## config.mk

```make
export PLATFORM = sky130hd
export DESIGN_NAME = spike_count_classifier
export DESIGN_NICKNAME = d
export VERILOG_FILES = /design/src/rtl/snn_readout_pkg.sv /design/src/rtl/spike_sat_counter.sv /design/src/rtl/spike_count_classifier.sv
export SDC_FILE = /design/constraint.sdc
export NUM_CORES = 1
export LEC_CHECK = 0
export CORE_MARGIN = 2
export CORE_UTILIZATION = 40
export CTS_BUF_LIST = sky130_fd_sc_hd__clkbuf_4 sky130_fd_sc_hd__clkbuf_8
export DETAILED_ROUTE_END_ITERATION = 7
export PLACE_DENSITY = 0.71
export RECOVER_POWER = 50
export SYNTH_ARGS = -nofsm -noshare
export SYNTH_HDL_FRONTEND = slang
export SYNTH_HIERARCHICAL = 1
export SYNTH_SLANG_ARGS = --single-unit
```

## constraint.sdc

```tcl
create_clock -name clk -period 8.1 [get_ports clk]
set_input_delay 1.62 -clock clk [delete_from_list [all_inputs] [get_ports clk]]
set_output_delay 1.62 -clock clk [all_outputs]
set_load 0.02 [all_outputs]
```

## src/rtl/snn_readout_pkg.sv

```systemverilog
// -----------------------------------------------------------------------------
// snn_readout_pkg
// Shared definitions for the SNN readout (spike count classifier) block.
//   - state_e       : controller state encoding
//   - DEF_*         : default parameter values for the readout stage
//   - cnt_sat()     : saturation value of a counter of a given width
// No ports (package).
// -----------------------------------------------------------------------------
package snn_readout_pkg;

    typedef enum logic [1:0] {
        ST_IDLE   = 2'd0,
        ST_ACCUM  = 2'd1,
        ST_ARGMAX = 2'd2,
        ST_DONE   = 2'd3
    } state_e;

    localparam int DEF_N     = 8;
    localparam int DEF_CNT_W = 6;
    localparam int DEF_WIN_W = 8;

    // All-ones value a CNT_W-wide counter sticks at.
    function automatic int cnt_sat(input int width);
        return (1 << width) - 1;
    endfunction

endpackage

```

## src/rtl/spike_sat_counter.sv

```systemverilog
// -----------------------------------------------------------------------------
// spike_sat_counter
// One per-neuron spike counter. Synchronous clear has priority over increment;
// the count sticks at its all-ones value instead of wrapping.
// Ports:
//   clk      in   system clock
//   reset_n  in   asynchronous reset, active-low
//   clr_i    in   clear counter to zero
//   inc_i    in   increment by one (saturating)
//   count_o  out  current count
// -----------------------------------------------------------------------------
module spike_sat_counter
    import snn_readout_pkg::*;
#(
    parameter int CNT_W = DEF_CNT_W
) (
    input  logic             clk,
    input  logic             reset_n,
    input  logic             clr_i,
    input  logic             inc_i,
    output logic [CNT_W-1:0] count_o
);

    localparam logic [CNT_W-1:0] SAT = CNT_W'(cnt_sat(CNT_W));

    logic [CNT_W-1:0] count_q;
    logic [CNT_W-1:0] count_d;

    always_comb begin
        count_d = count_q;
        if (clr_i) begin
            count_d = '0;
        end else if (inc_i && (count_q != SAT)) begin
            count_d = count_q + CNT_W'(1);
        end
    end

    always_ff @(posedge clk or negedge reset_n) begin
        if (!reset_n) begin
            count_q <= '0;
        end else begin
            count_q <= count_d;
        end
    end

    assign count_o = count_q;

endmodule

```

## src/rtl/spike_count_classifier.sv

```systemverilog
// -----------------------------------------------------------------------------
// spike_count_classifier
// Readout stage after the two-layer SNN. Counts output spikes per neuron over a
// window of valid samples, then scans the counts one neuron per cycle and
// reports the most active neuron (lowest index wins ties).
//
// Ports:
//   clk           in   system clock
//   reset_n       in   asynchronous reset, active-low
//   start         in   begin a window (accepted in IDLE only)
//   window_len    in   valid samples per window, captured on accepted start
//   spike_in      in   layer-2 spike vector
//   spike_valid   in   spike_in qualifier
//   busy          out  controller not in IDLE
//   class_valid   out  one-cycle pulse when the result outputs update
//   class_id      out  winning neuron index
//   winner_count  out  spike count of the winning neuron
//   no_spike      out  winner_count is zero
//   counts_out    out  live per-neuron counters, neuron i at [i*CNT_W +: CNT_W]
//
// state   | meaning
// --------+-----------------------------------------------------------------
// IDLE    | waiting for start; counters and results hold
// ACCUM   | counting valid samples until the window is exhausted
// ARGMAX  | sequential scan of counters, one neuron per cycle
// DONE    | final best is stable; results register on the closing edge
// -----------------------------------------------------------------------------
module spike_count_classifier
    import snn_readout_pkg::*;
#(
    parameter int N     = DEF_N,
    parameter int CNT_W = DEF_CNT_W,
    parameter int WIN_W = DEF_WIN_W
) (
    input  logic                 clk,
    input  logic                 reset_n,
    input  logic                 start,
    input  logic [WIN_W-1:0]     window_len,
    input  logic [N-1:0]         spike_in,
    input  logic                 spike_valid,
    output logic                 busy,
    output logic                 class_valid,
    output logic [$clog2(N)-1:0] class_id,
    output logic [CNT_W-1:0]     winner_count,
    output logic                 no_spike,
    output logic [N*CNT_W-1:0]   counts_out
);

    localparam int               IDX_W    = $clog2(N);
    localparam logic [IDX_W-1:0] LAST_IDX = IDX_W'(N - 1);

    state_e state_q;
    state_e state_d;

    // Control strobes decoded from the state
    logic clr_cnt;
    logic acc_en;
    logic scan_en;
    logic done;

    logic [WIN_W-1:0] remaining_q;
    logic [WIN_W-1:0] remaining_d;
    logic [IDX_W-1:0] scan_idx_q;
    logic [IDX_W-1:0] scan_idx_d;
    logic [IDX_W-1:0] best_idx_q;
    logic [IDX_W-1:0] best_idx_d;
    logic [CNT_W-1:0] best_q;
    logic [CNT_W-1:0] best_d;
    logic [CNT_W-1:0] scan_cnt;

    logic             class_valid_q;
    logic [IDX_W-1:0] class_id_q;
    logic [CNT_W-1:0] winner_count_q;
    logic             no_spike_q;

    logic [CNT_W-1:0] cnt [N];

    // ------------------------------------------------------------------
    // Per-neuron counters
    // ------------------------------------------------------------------
    for (genvar g = 0; g < N; g++) begin : g_cnt
        spike_sat_counter #(
            .CNT_W (CNT_W)
        ) u_cnt (
            .clk     (clk),
            .reset_n (reset_n),
            .clr_i   (clr_cnt),
            .inc_i   (acc_en & spike_in[g]),
            .count_o (cnt[g])
        );
        assign counts_out[g*CNT_W +: CNT_W] = cnt[g];
    end

    // ------------------------------------------------------------------
    // FSM: state register
    // ------------------------------------------------------------------
    always_ff @(posedge clk or negedge reset_n) begin
        if (!reset_n) begin
            state_q <= ST_IDLE;
        end else begin
            state_q <= state_d;
        end
    end

    // ------------------------------------------------------------------
    // FSM: next state
    // ------------------------------------------------------------------
    always_comb begin
        state_d = state_q;
        case (state_q)
            ST_IDLE: begin
                if (start) begin
                    // An empty window skips straight to the scan of zeroed counters.
                    state_d = (window_len != '0) ? ST_ACCUM : ST_ARGMAX;
                end
            end
            ST_ACCUM: begin
                if (spike_valid && (remaining_q == WIN_W'(1))) begin
                    state_d = ST_ARGMAX;
                end
            end
            ST_ARGMAX: begin
                if (scan_idx_q == LAST_IDX) begin
                    state_d = ST_DONE;
                end
            end
            ST_DONE: begin
                state_d = ST_IDLE;
            end
            default: begin
                state_d = ST_IDLE;
            end
        endcase
    end

    // ------------------------------------------------------------------
    // FSM: outputs / control strobes
    // ------------------------------------------------------------------
    always_comb begin
        busy    = (state_q != ST_IDLE);
        clr_cnt = (state_q == ST_IDLE) && start;
        acc_en  = (state_q == ST_ACCUM) && spike_valid;
        scan_en = (state_q == ST_ARGMAX);
        done    = (state_q == ST_DONE);
    end

    // ------------------------------------------------------------------
    // Window counter and argmax scan
    // ------------------------------------------------------------------
    assign scan_cnt = cnt[scan_idx_q];

    always_comb begin
        remaining_d = remaining_q;
        scan_idx_d  = scan_idx_q;
        best_d      = best_q;
        best_idx_d  = best_idx_q;

        if (clr_cnt) begin
            remaining_d = window_len;
            scan_idx_d  = '0;
        end else if (acc_en) begin
            remaining_d = remaining_q - WIN_W'(1);
        end

        if (scan_en) begin
            // Index 0 seeds the running best; strict compare keeps the lowest
            // index on ties.
            if ((scan_idx_q == '0) || (scan_cnt > best_q)) begin
                best_d     = scan_cnt;
                best_idx_d = scan_idx_q;
            end
            scan_idx_d = (scan_idx_q == LAST_IDX) ? '0 : scan_idx_q + IDX_W'(1);
        end
    end

    always_ff @(posedge clk or negedge reset_n) begin
        if (!reset_n) begin
            remaining_q <= '0;
            scan_idx_q  <= '0;
            best_q      <= '0;
            best_idx_q  <= '0;
        end else begin
            remaining_q <= remaining_d;
            scan_idx_q  <= scan_idx_d;
            best_q      <= best_d;
            best_idx_q  <= best_idx_d;
        end
    end

    // ------------------------------------------------------------------
    // Result registers: loaded on the edge that leaves DONE, held otherwise
    // ------------------------------------------------------------------
    always_ff @(posedge clk or negedge reset_n) begin
        if (!reset_n) begin
            class_valid_q  <= 1'b0;
            class_id_q     <= '0;
            winner_count_q <= '0;
            no_spike_q     <= 1'b0;
        end else begin
            class_valid_q <= done;
            if (done) begin
                class_id_q     <= best_idx_q;
                winner_count_q <= best_q;
                no_spike_q     <= (best_q == '0);
            end
        end
    end

    assign class_valid  = class_valid_q;
    assign class_id     = class_id_q;
    assign winner_count = winner_count_q;
    assign no_spike     = no_spike_q;

endmodule

```

---- After elaboration in Yosys (flattened, before gate mapping) ----
Index checks and enable logic that the tools add are counted.
cells by class
  add/subtract/negate cells ............... 10
  order comparisons ....................... 2
  equality and inequality tests ........... 16
  multiplexer cells ....................... 29
  bitwise gates (word level) .............. 9
  reductions and logical operators ........ 29
operators by type and width
  kind                                                                 count
  6-bit 2-to-1 mux                                                     18
  6-bit by 1-bit adder with 6-bit output (second input constant)       8
  6-bit inequality test (second input constant)                        8
  2-bit nonzero test                                                   11
  6-bit binary-select mux with 3-bit select                            1
  8-bit 2-to-1 mux                                                     2
  1-bit logical AND                                                    11
  3-bit 2-to-1 mux                                                     3
  1-bit bitwise AND                                                    8
  8-bit by 1-bit == test with 1-bit output (second input constant)     1
  2-bit 2-to-1 mux                                                     4
  2-bit one-hot mux with 4 select lines                                1
  8-bit nonzero test                                                   1
  8-bit by 1-bit subtractor with 8-bit output (second input constant)  1
  6-bit > comparator                                                   1
  6-bit logical NOT                                                    1
  2-bit == test (second input constant)                                2
  4-bit >= comparator (second input constant)                          1
  2-bit inequality test (second input constant)                        2
  3-bit inverter with 4-bit output                                     1
  3-bit by 1-bit adder with 3-bit output (second input constant)       1
  3-bit == test (second input constant)                                1
  3-bit logical NOT                                                    1
  3-bit AND reduction                                                  1
  5 further kinds                                                      5
word-level totals
  register bits after elaboration ......... 81
  input port bits ......................... 20
  output and inout port bits .............. 60
  logic and storage cells ................. 112

---- Logic depth before layout (Yosys ltp) ----
  depth after elaboration ................. 7
  gate-level depth with buffers ........... 9
  gate-level depth less buffers ........... 7

---- By module ----
The synthesis kept the hierarchy.
by module, submodules not included
  module                  instances  cells each  area each (um^2)  sequential area each (um^2)
  spike_sat_counter       8          35          345.3             150.1
  spike_count_classifier  1          183         2,207.1           825.8

---- Worst setup path before layout ----
Ideal clock, no wire load.
  path kind ............................... input-to-reg
  from .................................... in start
  to ...................................... reg g_cnt[0].u_cnt.count_q[1]
  library setup time ...................... 147 ps
  arrival ................................. 3,939 ps
  data required time ...................... 7,953 ps
  slack ................................... 4,014 ps
  cell stages on the path ................. 6
  path buffers ............................ 2
  cell sequence ........................... and2_1 > clkbuf_1 > clkbuf_1 > inv_1 > a41oi_1 > o311ai_0
between the ends
  word-level cells in the longest chain between the ends .. 2
  elaborated cells between the ends (all ways) .. 3
  those cells by class .................... 1 x mux; 2 x reduce/logical
RTL lines
  item                                                           RTL line                       source
  start: declaration                                             spike_count_classifier.sv:37   input logic start,
  1-bit logical AND *                                            spike_count_classifier.sv:141  clr_cnt = (state_q == ST_IDLE) && start;
  via clr_cnt                                                    spike_count_classifier.sv:56   logic clr_cnt;
  6-bit 2-to-1 mux / 2-bit nonzero test (equally long branches)  -
  end signal: assignment                                         spike_sat_counter.sv:42        count_q <= count_d;
  end: declaration                                               spike_sat_counter.sv:26        logic [CNT_W-1:0] count_q;
Mark *: on every way through the listed nets, which the timed path passes. The rest lies on a longest branch.
A chain may end at the register's enable or synchronous reset.

---- Worst setup path in the final report ----
  from .................................... in start
  to ...................................... reg g_cnt[0].u_cnt.count_q[1]
between the ends
  word-level cells in the longest chain between the ends .. 2
  elaborated cells between the ends (all ways) .. 3
  those cells by class .................... 1 x mux; 2 x reduce/logical
RTL lines
  item                                                           RTL line
  1-bit logical AND *                                            spike_count_classifier.sv:141
  6-bit 2-to-1 mux / 2-bit nonzero test (equally long branches)  -
Every way passes the cells marked *; elsewhere a longest branch is shown, timed or not.

==> qor.csv <==
metric;value;unit
p_switching;0.0006722;W
synth_area_per_cell;10.73;um^2
ys_seq_elements;81;
pwr-share-seq;37.3;%
syn_nets;507;
num_io_pins;80;
cp_num_buf_inv;3;
regArea;2027;um^2
final.setup.tns;0;ns
p_leak;2.529;nW
tightest_slew;1.037;ns
required;8.31;ns
antenna_found_initial;0;
drtAntennaViolNets;0;
drv_slew;0;
place_hpwl;8.684;mm
seq_area_frac_synth;40.79;%
io_buffers;79;
grt_overflow;0;
rsz0062_at_grt;false;
antennaDiodeCount;0;
wl_per_cell;17.29;um
start_kind;input port;
cpMaxStageDelayCell;buf_4;
worst_slack;4.655;ns
grt_usage;19.18;%
synth_area_leaders;dfrtp_1, ha_1, mux2_2, mux4_1, o311ai_0;
die_w;115.5;um
finalPower;0.001720;W
internal-power;0.001047;W
swShare;39.09;%
wl;12.28;mm
crit_fanout;75;
yosys.cell_types.count;45;
yosysTopAreaCell;dfrtp_1;
critPathMaxStageDelay;0.59;ns
fin_util;50.21;%
hold_viol_final;0;
post-cts-setup-buffer-count;0;
cts_tree;built;
grt_first_pass_wirelength;20.18;mm
cap_violations;0;
syn-instance-count;463;
clk_pin_slew;0.08;ns
yosys_warnings;6;
clock_latency;0.36;ns
cp.arrival;3.66;ns
gp_congestion;0.9075;
vias;4125;
rows;40;
fin_skew;0.007923;ns
dieArea;13330;um^2
grt_pass1_vias;3988;
max_clock_freq;290.3;MHz
final_net_count;581;
cts_resized;0;
cts_buffer_depth;2;
async_flop_share;100.0;%
grt_start_max_net_pins;82;
vias_per_cell;5.810;
cts.htree.levels;3;
multi_input_area;2676;um^2
clock_power_share;20.3;%
core_area;12060;um^2
fill_cells;1090;
power_density;284.0;nW/um^2
synth-edff-count;0;
cts_sinks;81;
areaGrowthSynthToFinish;21.85;%
end_kind;flip-flop;
drive_gt1_share;10.52;%
cts_buffers;9;
cts_root_buf;clkbuf_8;
mostFrequentLayoutCell;dfrtp_1;
ir_worst_vdd;103.2;uV
fin_crit;3.445;ns
die_h;115.5;um
cts_hold_buf;0;
min_period_over_period;42.53;%
worst_slew_margin_rel;30.87;%
first_pass_iters;5;
syn_area;4970;um^2
post-place-ws;4.403;ns
cp_cell_sequence;dlygate4sd3_1, and2_2, buf_4, inv_1, a41oi_1, o311ai_0;
status;completed;
final_cell_mix;dfrtp_1, clkdlybuf4s50_1, nand2_1, inv_1, ha_1;
initial_core_util;41.20;%
finalSetupViolations;0;
combPwrFrac;42.4;%
drt-initial-drc-count;288;
drc;0;
synth_top_area_share;40.79;%
worstHoldPathType;flip-flop to flip-flop;
crit_type;input port to flip-flop;
ys_dominant_reg_cell;dfrtp_1;
cpLargestDelayFamily;buffers and inverters;
## state kept, by name, indices dropped and copies added, names as in the netlist
register / cells
winner_count: 6
best_idx_q: 3
class_valid: 1
scan_idx_q: 3
remaining_q: 8
no_spike: 1
class_id: 3
state_q: 2
best_q: 6
g_cnt.u_cnt/count_o: 48
## worst reg2reg max path: cells and delay by family (launching register included)
kind / cells / cell delay (ns)
mux: 3 / 1.37
flops: 1 / 0.86
compound gates: 2 / 0.60
fa+ha+maj: 1 / 0.32
simple gates: 1 / 0.13
## metrics by stage
stage | hold slack, ns | area [um^2] | cells
4_1_cts | 0.5151 | 6056 | 710
2_1_floorplan | 0.4750 | 4970 | 463
3_3_place_gp | 0.4910 | 5822 | 694
5_1_grt | 0.5339 | 6056 | 710
6_report | 0.5026 | 6056 | 710
3_5_place_dp | 0.4976 | 5822 | 694
## power groups by stage
stage	clock network, W	logic [W]	registers [W]
floorplan	0	0.000489	0.000654
global route	0.000371	0.000804	0.000658
detailed placement	0	0.000735	0.000647
finish	0.000349	0.000730	0.000641
global placement	0	0.000705	0.000642
CTS	0.000354	0.000738	0.000641
## synthesized netlist by cell type, types with 2 or more instances
cell and count:
a211oi_1 17, a21oi_1 9, a311oi_1 8, a31oi_1 16, a41oi_1 8, and2_1 9, and3_1 8, and4_4 8
buf_6 10, clkbuf_1 6, dfrtp_1 81, ha_1 24, inv_1 30, mux2_2 18, mux2_4 5, mux2i_1 3
mux4_1 7, mux4_2 5, nand2_1 35, nand2b_1 2, nand3_1 18, nand3b_1 2, nand4_1 17, nor2_1 19
nor2b_1 3, nor3_1 11, nor3b_1 16, nor4_1 4, o211a_1 8, o211ai_1 9, o21ai_0 12, o311ai_0 16
o31ai_1 2, xnor2_1 6
## routing by layer
layer	up-vias	wire (um)	global-route usage, %
li1	1960	-	-
met1	2038	5517	26.08
met2	108	5995	30.76
met3	19	485	3.138
met4	0	277	7.711
met5	-	0	0
## logic make-up after synthesis
| family | synth area share [%] |
|---|---|
| multiplexers | 12.16 |
| AND/OR/NAND/NOR | 17.67 |
| flip-flops | 40.79 |
| XOR/XNOR | 1.234 |
| AO/OA/AOI/OAI | 16.72 |
| adder cells (fa/ha/maj) | 6.042 |
| buffers and inverters | 5.388 |
## path summary, 6_finish.rpt
check	start	end	slack, ns	cells past startpoint
max reg2reg	scan_idx_q[0]$_DFFE_PN0P_	best_idx_q[1]$_DFFE_PN0P_	4.72	7
min reg2reg	winner_count[5]$_DFFE_PN0P_	winner_count[5]$_DFFE_PN0P_	0.50	1
min in group asynchronous	reset_n	g_cnt[2].u_cnt/count_o[4]$_DFFE_PN0P_	1.42	1
max in group asynchronous	reset_n	class_id[0]$_DFFE_PN0P_	5.99	1
min	winner_count[5]$_DFFE_PN0P_	winner_count[5]$_DFFE_PN0P_	0.50	1
max	start	g_cnt[0].u_cnt/count_o[1]$_DFFE_PN0P_	4.66	6
## layout make-up
type                    instances  area share, %
clock buffers                  14          2.872
clock inverters                 2         0.9917
inverters                      30          1.860
multi-input cells             335          44.19
flip-flops and latches         81          33.47
well taps                     168          3.471
repair buffers                 80          13.14
Power figures use the tool's default switching activity.
